[config.mk]
export PLATFORM = sky130hd
export DESIGN_NAME = uart_freq_tx
export DESIGN_NICKNAME = d
export VERILOG_FILES = /design/src/rtl/uart_freq_tx.sv
export SDC_FILE = /design/constraint.sdc
export NUM_CORES = 1
export LEC_CHECK = 0
export ABC_AREA = 1
export CAP_MARGIN = 20
export CELL_PAD_IN_SITES_DETAIL_PLACEMENT = 1
export CELL_PAD_IN_SITES_GLOBAL_PLACEMENT = 2
export CORE_MARGIN = 1
export CORE_UTILIZATION = 39
export CTS_BUF_LIST = sky130_fd_sc_hd__clkbuf_8
export CTS_CLUSTER_SIZE = 12
export DETAILED_ROUTE_END_ITERATION = 12
export DONT_BUFFER_PORTS = 1
export PLACE_DENSITY = 0.79
export SYNTH_ARGS = -nofsm -noshare
export SYNTH_HDL_FRONTEND = slang
export SYNTH_SLANG_ARGS = --single-unit
[constraint.sdc]
create_clock -name clk -period 2.5 [get_ports clk]
set_clock_uncertainty 0.1 [all_clocks]
set_input_delay 0.25 -clock clk [delete_from_list [all_inputs] [get_ports clk]]
set_output_delay 0.25 -clock clk [all_outputs]
set_load 0.05 [all_outputs]
[src/rtl/uart_freq_tx.sv]
// uart_freq_tx: sends one 16-bit DDS frequency word as two 11-bit UART frames,
// low byte first. Frame: start(0), byte-number bit, 8 data bits LSB first, stop(1).
// Optional build macro UART_TX_SKIP_UNCHANGED_EN: frames whose byte matches the
// last word actually delivered are not sent.
//
// state   | meaning
// --------+-----------------------------------------------------------
// S_IDLE  | line idle high, waiting for start
// S_START | start bit (0)
// S_SEL   | byte-number bit (0 = low byte, 1 = high byte)
// S_DATA  | 8 data bits of the selected byte, LSB first
// S_STOP  | stop bit (1)
// S_GAP   | idle bit periods between the low and high frames
// S_SKIP  | (macro builds only) both bytes unchanged, one busy cycle then done
module uart_freq_tx #(
  parameter int CLKS_PER_BIT = 521,
  parameter int GAP_BITS     = 1
) (
  input  logic        clk,
  input  logic        rst,
  input  logic        start,
  input  logic [15:0] freq_word,
  output logic        busy,
  output logic        done,
  output logic        tx
);

  localparam int CW = (CLKS_PER_BIT > 1) ? $clog2(CLKS_PER_BIT) : 1;
  localparam logic [CW-1:0] CNT_LAST = CW'(CLKS_PER_BIT - 1);
  // Only meaningful when GAP_BITS > 0; the GAP state is never entered otherwise.
  localparam logic [3:0] GAP_LAST = 4'(GAP_BITS - 1);

  typedef enum logic [2:0] {
    S_IDLE,
    S_START,
    S_SEL,
    S_DATA,
    S_STOP,
    S_GAP
`ifdef UART_TX_SKIP_UNCHANGED_EN
    , S_SKIP
`endif
  } state_t;

  state_t        state_q, state_d;
  logic [CW-1:0] cnt_q, cnt_d;
  logic [2:0]    bit_idx_q, bit_idx_d;
  logic [3:0]    gap_idx_q, gap_idx_d;
  logic          byte_sel_q, byte_sel_d;
  logic [15:0]   shadow_q, shadow_d;
  logic          tx_q, tx_d;
  logic          done_q, done_d;
  logic          bit_last;
  logic          skip_hi;

`ifdef UART_TX_SKIP_UNCHANGED_EN
  logic        skip_hi_q, skip_hi_d;
  logic [15:0] last_sent_q, last_sent_d;
  logic        same_lo, same_hi;

  assign same_lo = (freq_word[7:0]  == last_sent_q[7:0]);
  assign same_hi = (freq_word[15:8] == last_sent_q[15:8]);
  assign skip_hi = skip_hi_q;
`else
  assign skip_hi = 1'b0;
`endif

  assign bit_last = (cnt_q == CNT_LAST);

  // Next-state, bit timing and frame sequencing.
  always_comb begin
    state_d    = state_q;
    cnt_d      = (state_q == S_IDLE || bit_last) ? '0 : cnt_q + CW'(1);
    bit_idx_d  = bit_idx_q;
    gap_idx_d  = gap_idx_q;
    byte_sel_d = byte_sel_q;
    shadow_d   = shadow_q;
    done_d     = 1'b0;
`ifdef UART_TX_SKIP_UNCHANGED_EN
    skip_hi_d  = skip_hi_q;
`endif
    case (state_q)
      S_IDLE: begin
        if (start) begin
          shadow_d   = freq_word;
          byte_sel_d = 1'b0;
          bit_idx_d  = 3'd0;
          gap_idx_d  = 4'd0;
          state_d    = S_START;
`ifdef UART_TX_SKIP_UNCHANGED_EN
          skip_hi_d  = same_hi;
          if (same_lo && same_hi) state_d = S_SKIP;
          else if (same_lo)       byte_sel_d = 1'b1;
`endif
        end
      end
      S_START: if (bit_last) state_d = S_SEL;
      S_SEL: begin
        if (bit_last) begin
          state_d   = S_DATA;
          bit_idx_d = 3'd0;
        end
      end
      S_DATA: begin
        if (bit_last) begin
          if (bit_idx_q == 3'd7) state_d = S_STOP;
          else                   bit_idx_d = bit_idx_q + 3'd1;
        end
      end
      S_STOP: begin
        if (bit_last) begin
          if (!byte_sel_q && !skip_hi) begin
            byte_sel_d = 1'b1;
            gap_idx_d  = 4'd0;
            state_d    = (GAP_BITS > 0) ? S_GAP : S_START;
          end else begin
            state_d = S_IDLE;
            done_d  = 1'b1;
          end
        end
      end
      S_GAP: begin
        if (bit_last) begin
          if (gap_idx_q == GAP_LAST) state_d = S_START;
          else                       gap_idx_d = gap_idx_q + 4'd1;
        end
      end
`ifdef UART_TX_SKIP_UNCHANGED_EN
      S_SKIP: begin
        state_d = S_IDLE;
        done_d  = 1'b1;
      end
`endif
      default: state_d = S_IDLE;
    endcase
  end

  // Line level for the next cycle, so tx leaves a flop.
  always_comb begin
    tx_d = 1'b1;
    case (state_d)
      S_START: tx_d = 1'b0;
      S_SEL:   tx_d = byte_sel_d;
      S_DATA:  tx_d = shadow_d[{byte_sel_d, bit_idx_d}];
      default: tx_d = 1'b1;
    endcase
  end

`ifdef UART_TX_SKIP_UNCHANGED_EN
  // Only a completed transfer counts as delivered; an abort leaves history alone.
  always_comb begin
    last_sent_d = last_sent_q;
    if (done_d) last_sent_d = shadow_q;
  end

  // Delivered-word history and high-byte skip flag.
  always_ff @(posedge clk or posedge rst) begin
    if (rst) begin
      last_sent_q <= 16'h0000;
      skip_hi_q   <= 1'b0;
    end else begin
      last_sent_q <= last_sent_d;
      skip_hi_q   <= skip_hi_d;
    end
  end
`endif

  // State, counters, shadow word and registered outputs.
  always_ff @(posedge clk or posedge rst) begin
    if (rst) begin
      state_q    <= S_IDLE;
      cnt_q      <= '0;
      bit_idx_q  <= 3'd0;
      gap_idx_q  <= 4'd0;
      byte_sel_q <= 1'b0;
      shadow_q   <= 16'h0000;
      tx_q       <= 1'b1;
      done_q     <= 1'b0;
    end else begin
      state_q    <= state_d;
      cnt_q      <= cnt_d;
      bit_idx_q  <= bit_idx_d;
      gap_idx_q  <= gap_idx_d;
      byte_sel_q <= byte_sel_d;
      shadow_q   <= shadow_d;
      tx_q       <= tx_d;
      done_q     <= done_d;
    end
  end

  assign busy = (state_q != S_IDLE);
  assign done = done_q;
  assign tx   = tx_q;

endmodule
==> out/qor.yml, run 1 <==
final_layout:
  post_route_cells_drive_above_1_share: 0.177
  syn_to_final_growth_pct: 8.67
  mostFrequentLayoutCells: "64 x nand2_1, 38 x inv_1, 38 x dfrtp_1, 25 x nand3_1, 14 x nor2_1"
  final_common_cell: "nand2_1"
  layout.core_utilization: 0.448
  total_nets_final: 317
  antenna_cells: 0
clock_network:
  cts.clk_slew.worst_paths_ps: 80
  worstSkewPairLatency_ps: 290
  cts-buffers-inserted: 5
  root_cell_of_the_clock_tree: "clkbuf_8"
  cts-root-to-sink-buffers: 2
  htreeDepth: 2
  postCtsSetupBuffers: 0
  cts_num_sinks: 39
  cts_tree: "done"
timing:
  final_setup_viols: 0
  final.min_clock_period_ps: 2180
  setup_tns_ps: 0
  transition_at_the_pin_with_the_smallest_max_transition_slack_ps: 549
  max-slew-margin-rel: 0.630
  fmax_ghz: 0.460
  post-route-period-util: 0.870
  hold_violations: 0
  final_slew_viol_count: 0
  rsz0062_at_grt: "false"
detailed_routing:
  wl_mm: 5.16
  starting_drc_count_in_detailed_routing: 54
  first_drt_pass_iteration_count: 4
  route.detailed.drc: 0
  avgRoutedWirePerCell_um: 14.1
  drt.antenna.violating_nets: 0
  dr_total_vias: 1856
  viasPerCell: 5.07
critical_path:
  cp_data_arrival_time_ps: 2300
  timing.critical_path.cells: "ha_1 -> nand2_1 -> o21ai_0 -> nand3_1 -> nand3_2 -> nand2_1 -> nor2_2 -> nand3_1 -> nand3_1 -> nand2_1 -> nand2_1 -> nand2_1 -> nand2_1 -> nand2_1"
  regToRegSetupSlack_ps: 320
  worst_ep_required_time_ps: 2630
  timing.critical_path.slowest_cell_delay_ps: 510
  path_common_cell: "nand2_1"
  worst-path-max-fanout: 5
  r2r.worst_path.cells: 14
  crit_path_top_delay_cell: "dfrtp_1"
  cp-start-kind: "flop"
  setup.worst_path.class: "flop to flop"
  crit_path_end_kind: "flop"
job:
  max_cap_violations: 0
global_route:
  wire_length_of_the_first_global_routing_pass_mm: 9.38
  global_route.overflow_total: 0
  grtUsageTotal: 0.191
  grt_antenna_before_repair: 0
  grt_start_max_net_pins: 40
  grt_pass1_vias: 2016
synthesis:
  synthesis.area_mm2: 0.00231
  synth_fp_nets: 308
  synth_ff_type: "dfrtp_1"
  synth.top_cell.area_share: 0.412
  synthesis.instances: 284
  post_synth_main_area_contributors: "dfrtp_1 41%, nand2_1 10%, inv_1 6.0%, nand3_1 5.4%, nand3_4 3.0%"
  synth-async-reset-ratio: 1.00
  synth.yosys.warnings: 0
  netlist.top_cell.by_area: "dfrtp_1"
  post_synth_num_cell_types: 33
  synth_edf_count: 0
  synth_area_per_cell_um2: 8.13
  postSynthRegisterBits: 39
  synth-seq-area-share: 0.423
power:
  p_leak_nw: 1.28
  power.ir.vdd_worst_mv: 0.174
  overall_power_consumption_w: 0.00112
  powerDensity_mw_per_mm2: 447
die:
  top_level_ports: 22
  die_y_um: 79.0
  die_ar_mm2: 0.00623
  die_width_um: 79.0
  initial_core_util: 0.412
  num_rows: 27
  core_area_mm2: 0.00561
status:
  outcome: "finished clean"
worst_hold_path:
  holdCritPathClass: "input pin to flop"
  whs_path_depth: 2
placed_design:
  io_buffer_count: 0
  gp_routability_congestion: 0.807
  place.detailed.hpwl_mm: 3.83
==> sequential cells by signal, indices dropped and copies added, names as in the netlist <==
signal,flops
state_q,3
bit_idx_q,3
cnt_q,10
done,1
gap_idx_q,4
tx,1
byte_sel_q,1
shadow_q,16
==> worst max-delay path, delay by kind of cell (launching register included) <==
kind	cells	cell delay, ps
AOI/OAI and AO/OA	1	160
adders and majority gates	1	300
DFF	1	510
and+or+nand+nor	12	1050
==> layer usage <==
metal | up-vias | share of wire | global-route usage
li1 | 927 | - | -
met1 | 900 | 0.46 | 0.234
met2 | 21 | 0.49 | 0.338
met3 | 8 | 0.027 | 0.0402
met4 | 0 | 0.017 | 0.0527
met5 | - | 0 | 0
==> logic make-up after synthesis <==
group,after synthesis,share of synthesized area
xor gates and xnor gates,1,0.00379
DFF,39,0.423
and+or+nand+nor,154,0.356
adders and majority gates,5,0.0271
buffers and inverters,52,0.0980
AOI/OAI and AO/OA,33,0.0915
==> synth_stat cells, types with 6 or more instances <==
master / n
nor2_2: 6
dfrtp_1: 38
nor3_1: 8
a21oi_1: 9
nand3_1: 25
inv_2: 10
o21ai_0: 9
nor2_1: 14
o21ai_1: 7
nand2_1: 64
nand4_1: 8
inv_1: 37
==> per-stage QoR <==
stage                     setup slack [ps]  cells  instance area, um2  hold WS (ps)
after floorplan                        636    284                2310           267
after global placement                 349    354                2370           201
after detailed placement               326    354                2370           212
after CTS                              301    366                2510          5.90
after global routing                  77.2    366                2510          12.9
final                                  324    366                2510          7.33
==> layout make-up <==
class	count	area, um2
clock buffers	7	96.3
inverters	48	181
clock inverters	1	3.75
flip-flops and latches	39	977
well taps	72	90.1
fillers	707	3100
multi-input cells	193	1110
repair buffers	6	55.1
==> what timing repair did <==
action | CTS | global route
hold endpoints to repair | 41 | 0
hold buffers | 4 | 0
gates resized for setup | 0 | 0
==> where the power goes <==
group	internal [W]	switching (W)
Clock	0.000248	0.000226
Combinational	0.00000532	0.0000135
Sequential	0.000630	0
Total	0.000884	0.000239
==> final timing paths <==
check,from,end
max in group asynchronous,rst,tx
worst min register to register,cnt_q[0],cnt_q[0]
worst max-delay path,bit_idx_q[0],tx
worst max register to register,bit_idx_q[0],tx
min in group asynchronous,rst,cnt_q[3]
worst min-delay path,freq_word[5],shadow_q[5]
Note: power is estimated with default switching activity, not from simulation.
==> inputs of run 2 (changes only) <==
--- a/config.mk
+++ b/config.mk
@@ -6,7 +6,7 @@
 export NUM_CORES = 1
 export LEC_CHECK = 0
 export ABC_AREA = 1
-export CAP_MARGIN = 20
+export CAP_MARGIN = 10
 export CELL_PAD_IN_SITES_DETAIL_PLACEMENT = 1
 export CELL_PAD_IN_SITES_GLOBAL_PLACEMENT = 2
 export CORE_MARGIN = 1
@@ -16,6 +16,7 @@
 export DETAILED_ROUTE_END_ITERATION = 12
 export DONT_BUFFER_PORTS = 1
 export PLACE_DENSITY = 0.79
+export SLEW_MARGIN = 25
 export SYNTH_ARGS = -nofsm -noshare
 export SYNTH_HDL_FRONTEND = slang
 export SYNTH_SLANG_ARGS = --single-unit
==> results of run 2 <==
The final DEF is identical to that of run 1; final timing and power are the same.
==> patch 1 (config.mk and constraints of run 2) <==
`CLKS_PER_BIT`: 521 -> 260.
--- a/src/rtl/uart_freq_tx.sv
+++ b/src/rtl/uart_freq_tx.sv
@@ -13,7 +13,7 @@
 // S_GAP   | idle bit periods between the low and high frames
 // S_SKIP  | (macro builds only) both bytes unchanged, one busy cycle then done
 module uart_freq_tx #(
-  parameter int CLKS_PER_BIT = 521,
+  parameter int CLKS_PER_BIT = 260,
   parameter int GAP_BITS     = 1
 ) (
   input  logic        clk,
Formal check against the unedited RTL: no difference found for any inputs over 10 cycles, from zero or initial values and one cycle with rst high; that may be too few to reach the edited logic, so the function may still have changed.
==> patch 1 against run 2 <==
- highest routed layer unchanged
- cell area is 4.3% lower
- first-iteration DRC count increased by 54%
- worst setup slack got worse by 0.036 ns
- largest cell class unchanged
- core utilization rose by 1.1 points
- wire length down 3.6%
- sequential cell count shrank 1
- synthesized area fell by 6.2%
- count of clock-buffer cells in the layout fell by 1
- critical path type unchanged
Power is not compared: it rests on default switching activity, and its combinational part moved more than twofold at a synthesized area within 25%.
==> patch 1: results <==
metrics = {
    "placement": {
        "gp_congestion": 0.763,
        "dpl_cell_area_um2": 2250,
        "placed_cells": 340,
        "dpl_worst_slack_ns": 0.249,
        "place_hpwl_mm": 3.72,
    },
    "power": {
        "max-vdd-ir-drop_uv": 202,
        "p_leak_uw": 0.00120,
        "p_sw_uw": 258,
        "p_total_uw": 1320,
        "p_clk_share_pct": 49.4,
    },
    "status": {
        "outcome": "finished clean",
    },
    "synth": {
        "ys_seq_area_share_pct": 44.0,
        "synth_cell_types": 34,
        "syn_avg_cell_area_um2": 8.05,
        "yosys-top-cells-count": "nand2_1, inv_1, dfrtp_1",
        "synth.area.top_cells": "dfrtp_1, nand2_1, inv_1",
        "syn_nets": 292,
    },
    "grt": {
        "grt_pass1_vias": 1851,
        "grt_pass1_wl_mm": 8.89,
        "grt_max_degree": 39,
        "track_usage_pct": 19.3,
    },
    "sta": {
        "fin_tns_setup_ns": 0,
        "fin_ws_ns": 0.288,
        "whs_ns": 0.00422,
        "tightest_slew_ns": 0.500,
    },
    "critical_path": {
        "crit_arrival_ns": 2.33,
        "path_max_fanout": 18,
        "slowest_delay_ns": 0.45,
    },
    "final_layout": {
        "multi_input_area_um2": 1010,
        "fillers": 655,
        "drive_gt1_share_pct": 16.1,
        "nets": 301,
        "antenna_cells": 0,
        "reg.largest.list": "shadow_q (16), cnt_q (9), gap_idx_q (4)",
    },
    "routing": {
        "wirelength_mm": 4.97,
        "drt_iter0_markers": 83,
        "dr.pass1.iters": 4,
        "wl_per_cell_um": 14.2,
        "vias": 1749,
    },
    "clocking": {
        "insertion_delay_ns": 0.29,
        "cts_hold_buf": 1,
        "htreeDepth": 2,
        "clk_pin_slew_ns": 0.08,
        "post-cts-setup-buffers": 0,
        "numCtsBuffers": 5,
    },
    "worst_hold_path": {
        "min_path_type": "in2reg",
    },
}
[patch 1: cell count changes after synthesis, sizes merged, moves of 2 or more]
| cell | run 2 | this run |
|---|---|---|
| nand3 | 32 | 27 |
| nor3 | 8 | 6 |
| nor3b | 5 | 2 |
| a31oi | 0 | 2 |
| nor2 | 22 | 26 |
| o21ai | 19 | 17 |
| nand2 | 71 | 66 |
| inv | 47 | 45 |
| nor4 | 2 | 0 |
[patch 1: kinds of logic after synthesis]
| logic type | share of synthesized area [%] |
|---|---|
| AO/OA/AOI/OAI | 11.1 |
| buffers and inverters | 9.36 |
| flip-flops | 44.0 |
| AND/OR/NAND/NOR | 32.9 |
| XOR/XNOR | 0.404 |
| adder cells (fa/ha/maj) | 2.31 |
[patch 1: area by class of cell]
class	instances	area share, %
clock buffers	6	3.44
clock inverters	2	2.50
inverters	45	7.03
multi-input cells	183	42.1
flip-flops and latches	38	39.6
well taps	70	3.65
repair buffers	5	1.67
[patch 1: worst register-to-register path: cells and delay by family, from the launching register on]
family | cells | cell delay, ns
buffers and inverters | 1 | 0.22
flip-flops | 1 | 0.45
AND/OR/NAND/NOR | 11 | 1.22
AO/OA/AOI/OAI | 1 | 0.16
[patch 1: path summary, 6_finish.rpt]
kind / endpoint / cells past startpoint / from
hold / removal: shadow_q[0] / 2 / freq_word[0]
setup / recovery: tx / 13 / state_q[0]
hold reg to reg: cnt_q[0] / 1 / cnt_q[0]
min in group asynchronous: cnt_q[4] / 3 / rst
setup reg to reg: tx / 13 / state_q[0]
max in group asynchronous: tx / 3 / rst
[patch 1: routing by layer]
metal	global-route usage, %	vias to the layer above	share of wire (%)
met2	29.5	16	43
met1	27.4	837	54
li1	-	889	-
met3	3.95	7	2.3
met4	5.77	0	1.2
met5	0	-	0
==> patch 2 (settings of run 2) <==
Made on the original files. Put one more register stage on the output `tx`. The value now appears one clock later. The other outputs are not delayed to match. Comments in the files are not updated.
--- a/src/rtl/uart_freq_tx.sv
+++ b/src/rtl/uart_freq_tx.sv
@@ -190,6 +190,8 @@
 
   assign busy = (state_q != S_IDLE);
   assign done = done_q;
-  assign tx   = tx_q;
+  always_ff @(posedge clk) begin
+    tx <= tx_q;
+  end
 
 endmodule
Function: changed (Yosys sat finds a counterexample within 4 cycles, from zero or initial values and one cycle with rst high).
==> patch 2 against run 2 <==
- wire length did not move
- critical path depth did not move
- count of clock-buffer cells in the layout did not move
- worst setup slack got worse by 0.062 ns
- synthesized area rose by 0.87%
- core utilization rose by 1.4 points
- cell area rose by 3.8%
- cell count rose by 1.6%
- synthesized cell count rose by 0.35%
- first-iteration DRC count rose by 7.4%
- total power rose by 12%
- via count barely moved
- sequential cell count rose by 1
- global-route usage fell by 0.23 points
- critical endpoint is now tx_q
- largest power group unchanged
- highest routed layer unchanged
==> patch 2: results <==
metrics = {
    "status": {
        "outcome": "finished clean",
    },
    "final_layout": {
        "reg.largest.list": "shadow_q (16), cnt_q (10), gap_idx_q (4)",
        "nets": 323,
        "top_register": "shadow_q",
        "fillers": 678,
        "drive_gt1_share_pct": 17.7,
    },
    "synth": {
        "syn_avg_cell_area_um2": 8.17,
        "synth.area.top_cells": "dfrtp_1, nand2_1, inv_1",
        "synth_cell_types": 34,
        "syn_nets": 309,
        "ys_seq_area_share_pct": 42.8,
        "yosys-top-cells-count": "nand2_1, dfrtp_1, inv_1",
        "async_flop_share_pct": 97.5,
    },
    "power": {
        "intPower_uw": 1010,
        "p_clk_share_pct": 46.5,
        "p_leak_uw": 0.00132,
        "max-vdd-ir-drop_uv": 184,
        "sequentialPower_uw": 646,
    },
    "placement": {
        "dpl_worst_slack_ns": 0.297,
        "gp_congestion": 0.830,
        "placed_cells": 355,
        "place_hpwl_mm": 3.78,
    },
    "clocking": {
        "htreeDepth": 2,
        "clk_pin_slew_ns": 0.08,
        "cts_root_buffer": "clkbuf_8",
        "insertion_delay_ns": 0.29,
        "ctsResizeCount": 0,
    },
    "grt": {
        "track_usage_pct": 18.9,
        "grt_pass1_vias": 1885,
        "grt_pass1_wl_mm": 9.10,
    },
    "critical_path": {
        "reg2reg_depth": 14,
        "r2r_slack_ns": 0.26,
        "r2r-end": "tx_q",
        "crit_arrival_ns": 2.37,
        "cp_slowest_cell": "dfrtp_1",
        "crit_path_end_kind": "flip-flop",
    },
    "die": {
        "die_w_um": 79.3,
    },
    "routing": {
        "wirelength_mm": 5.16,
        "wl_per_cell_um": 13.9,
        "drt_iter0_markers": 58,
        "avgViaCountPerCell": 4.99,
    },
    "sta": {
        "tightest_slew_ns": 0.522,
        "finalCritPeriodShare_pct": 89.5,
    },
}
## patch 2: changes by cell type in the layout (fill, tap and decap cells not counted)
cell	change
bufinv_16	+1
dfxtp_1	+1
dlygate4sd3_1	+5
inv_1	-1
## patch 2: per-layer routing
metal  GRT usage, %  wire, um
met1           22.9      2320
met5              0         0
met4           4.91        55
met2           33.9      2650
met3           3.79       136
## patch 2: layout make-up
| cell class | instances | area (um2) | area share, % |
|---|---|---|---|
| clock buffers | 7 | 96.3 | 3.70 |
| well taps | 72 | 90.1 | 3.46 |
| clock inverters | 1 | 30.0 | 1.15 |
| inverters | 48 | 181 | 6.96 |
| flip-flops and latches | 40 | 997 | 38.3 |
| repair buffers | 11 | 105 | 4.03 |
| multi-input cells | 193 | 1110 | 42.4 |
## patch 2: worst min-delay path by stage
stage                 startpoint  slack (ns)  cells past startpoint          end
floorplan           freq_word[0]        0.27                      2  shadow_q[0]
global placement             rst        0.20                      2     cnt_q[0]
detailed placement           rst        0.21                      2     cnt_q[3]
CTS                 freq_word[8]     0.00003                      2  shadow_q[8]
global route        freq_word[3]       0.003                      2  shadow_q[3]
finish              freq_word[8]       0.009                      2  shadow_q[8]
## patch 2: cell families (layout without fill, tap and decap cells)
group / count (synthesis) / after routing / share of synthesized area (%)
simple gates: 154 / 154 / 35.3
buf+inv: 52 / 67 / 9.72
flops: 40 / 40 / 42.8
compound gates: 33 / 33 / 9.08
fa+ha+maj: 5 / 5 / 2.69
xor+xnor: 1 / 1 / 0.376
## patch 2: metrics by stage
step	instance area, um2	total power, uW
finish	2610	1250
global route	2610	1300
CTS	2610	1280
detailed placement	2390	674
global placement	2390	674
floorplan	2330	668
## patch 2: what timing repair did
item / CTS / global route
hold buffers: 9 / 0
setup buffers: 0 / 0
hold endpoints to repair: 46 / 0
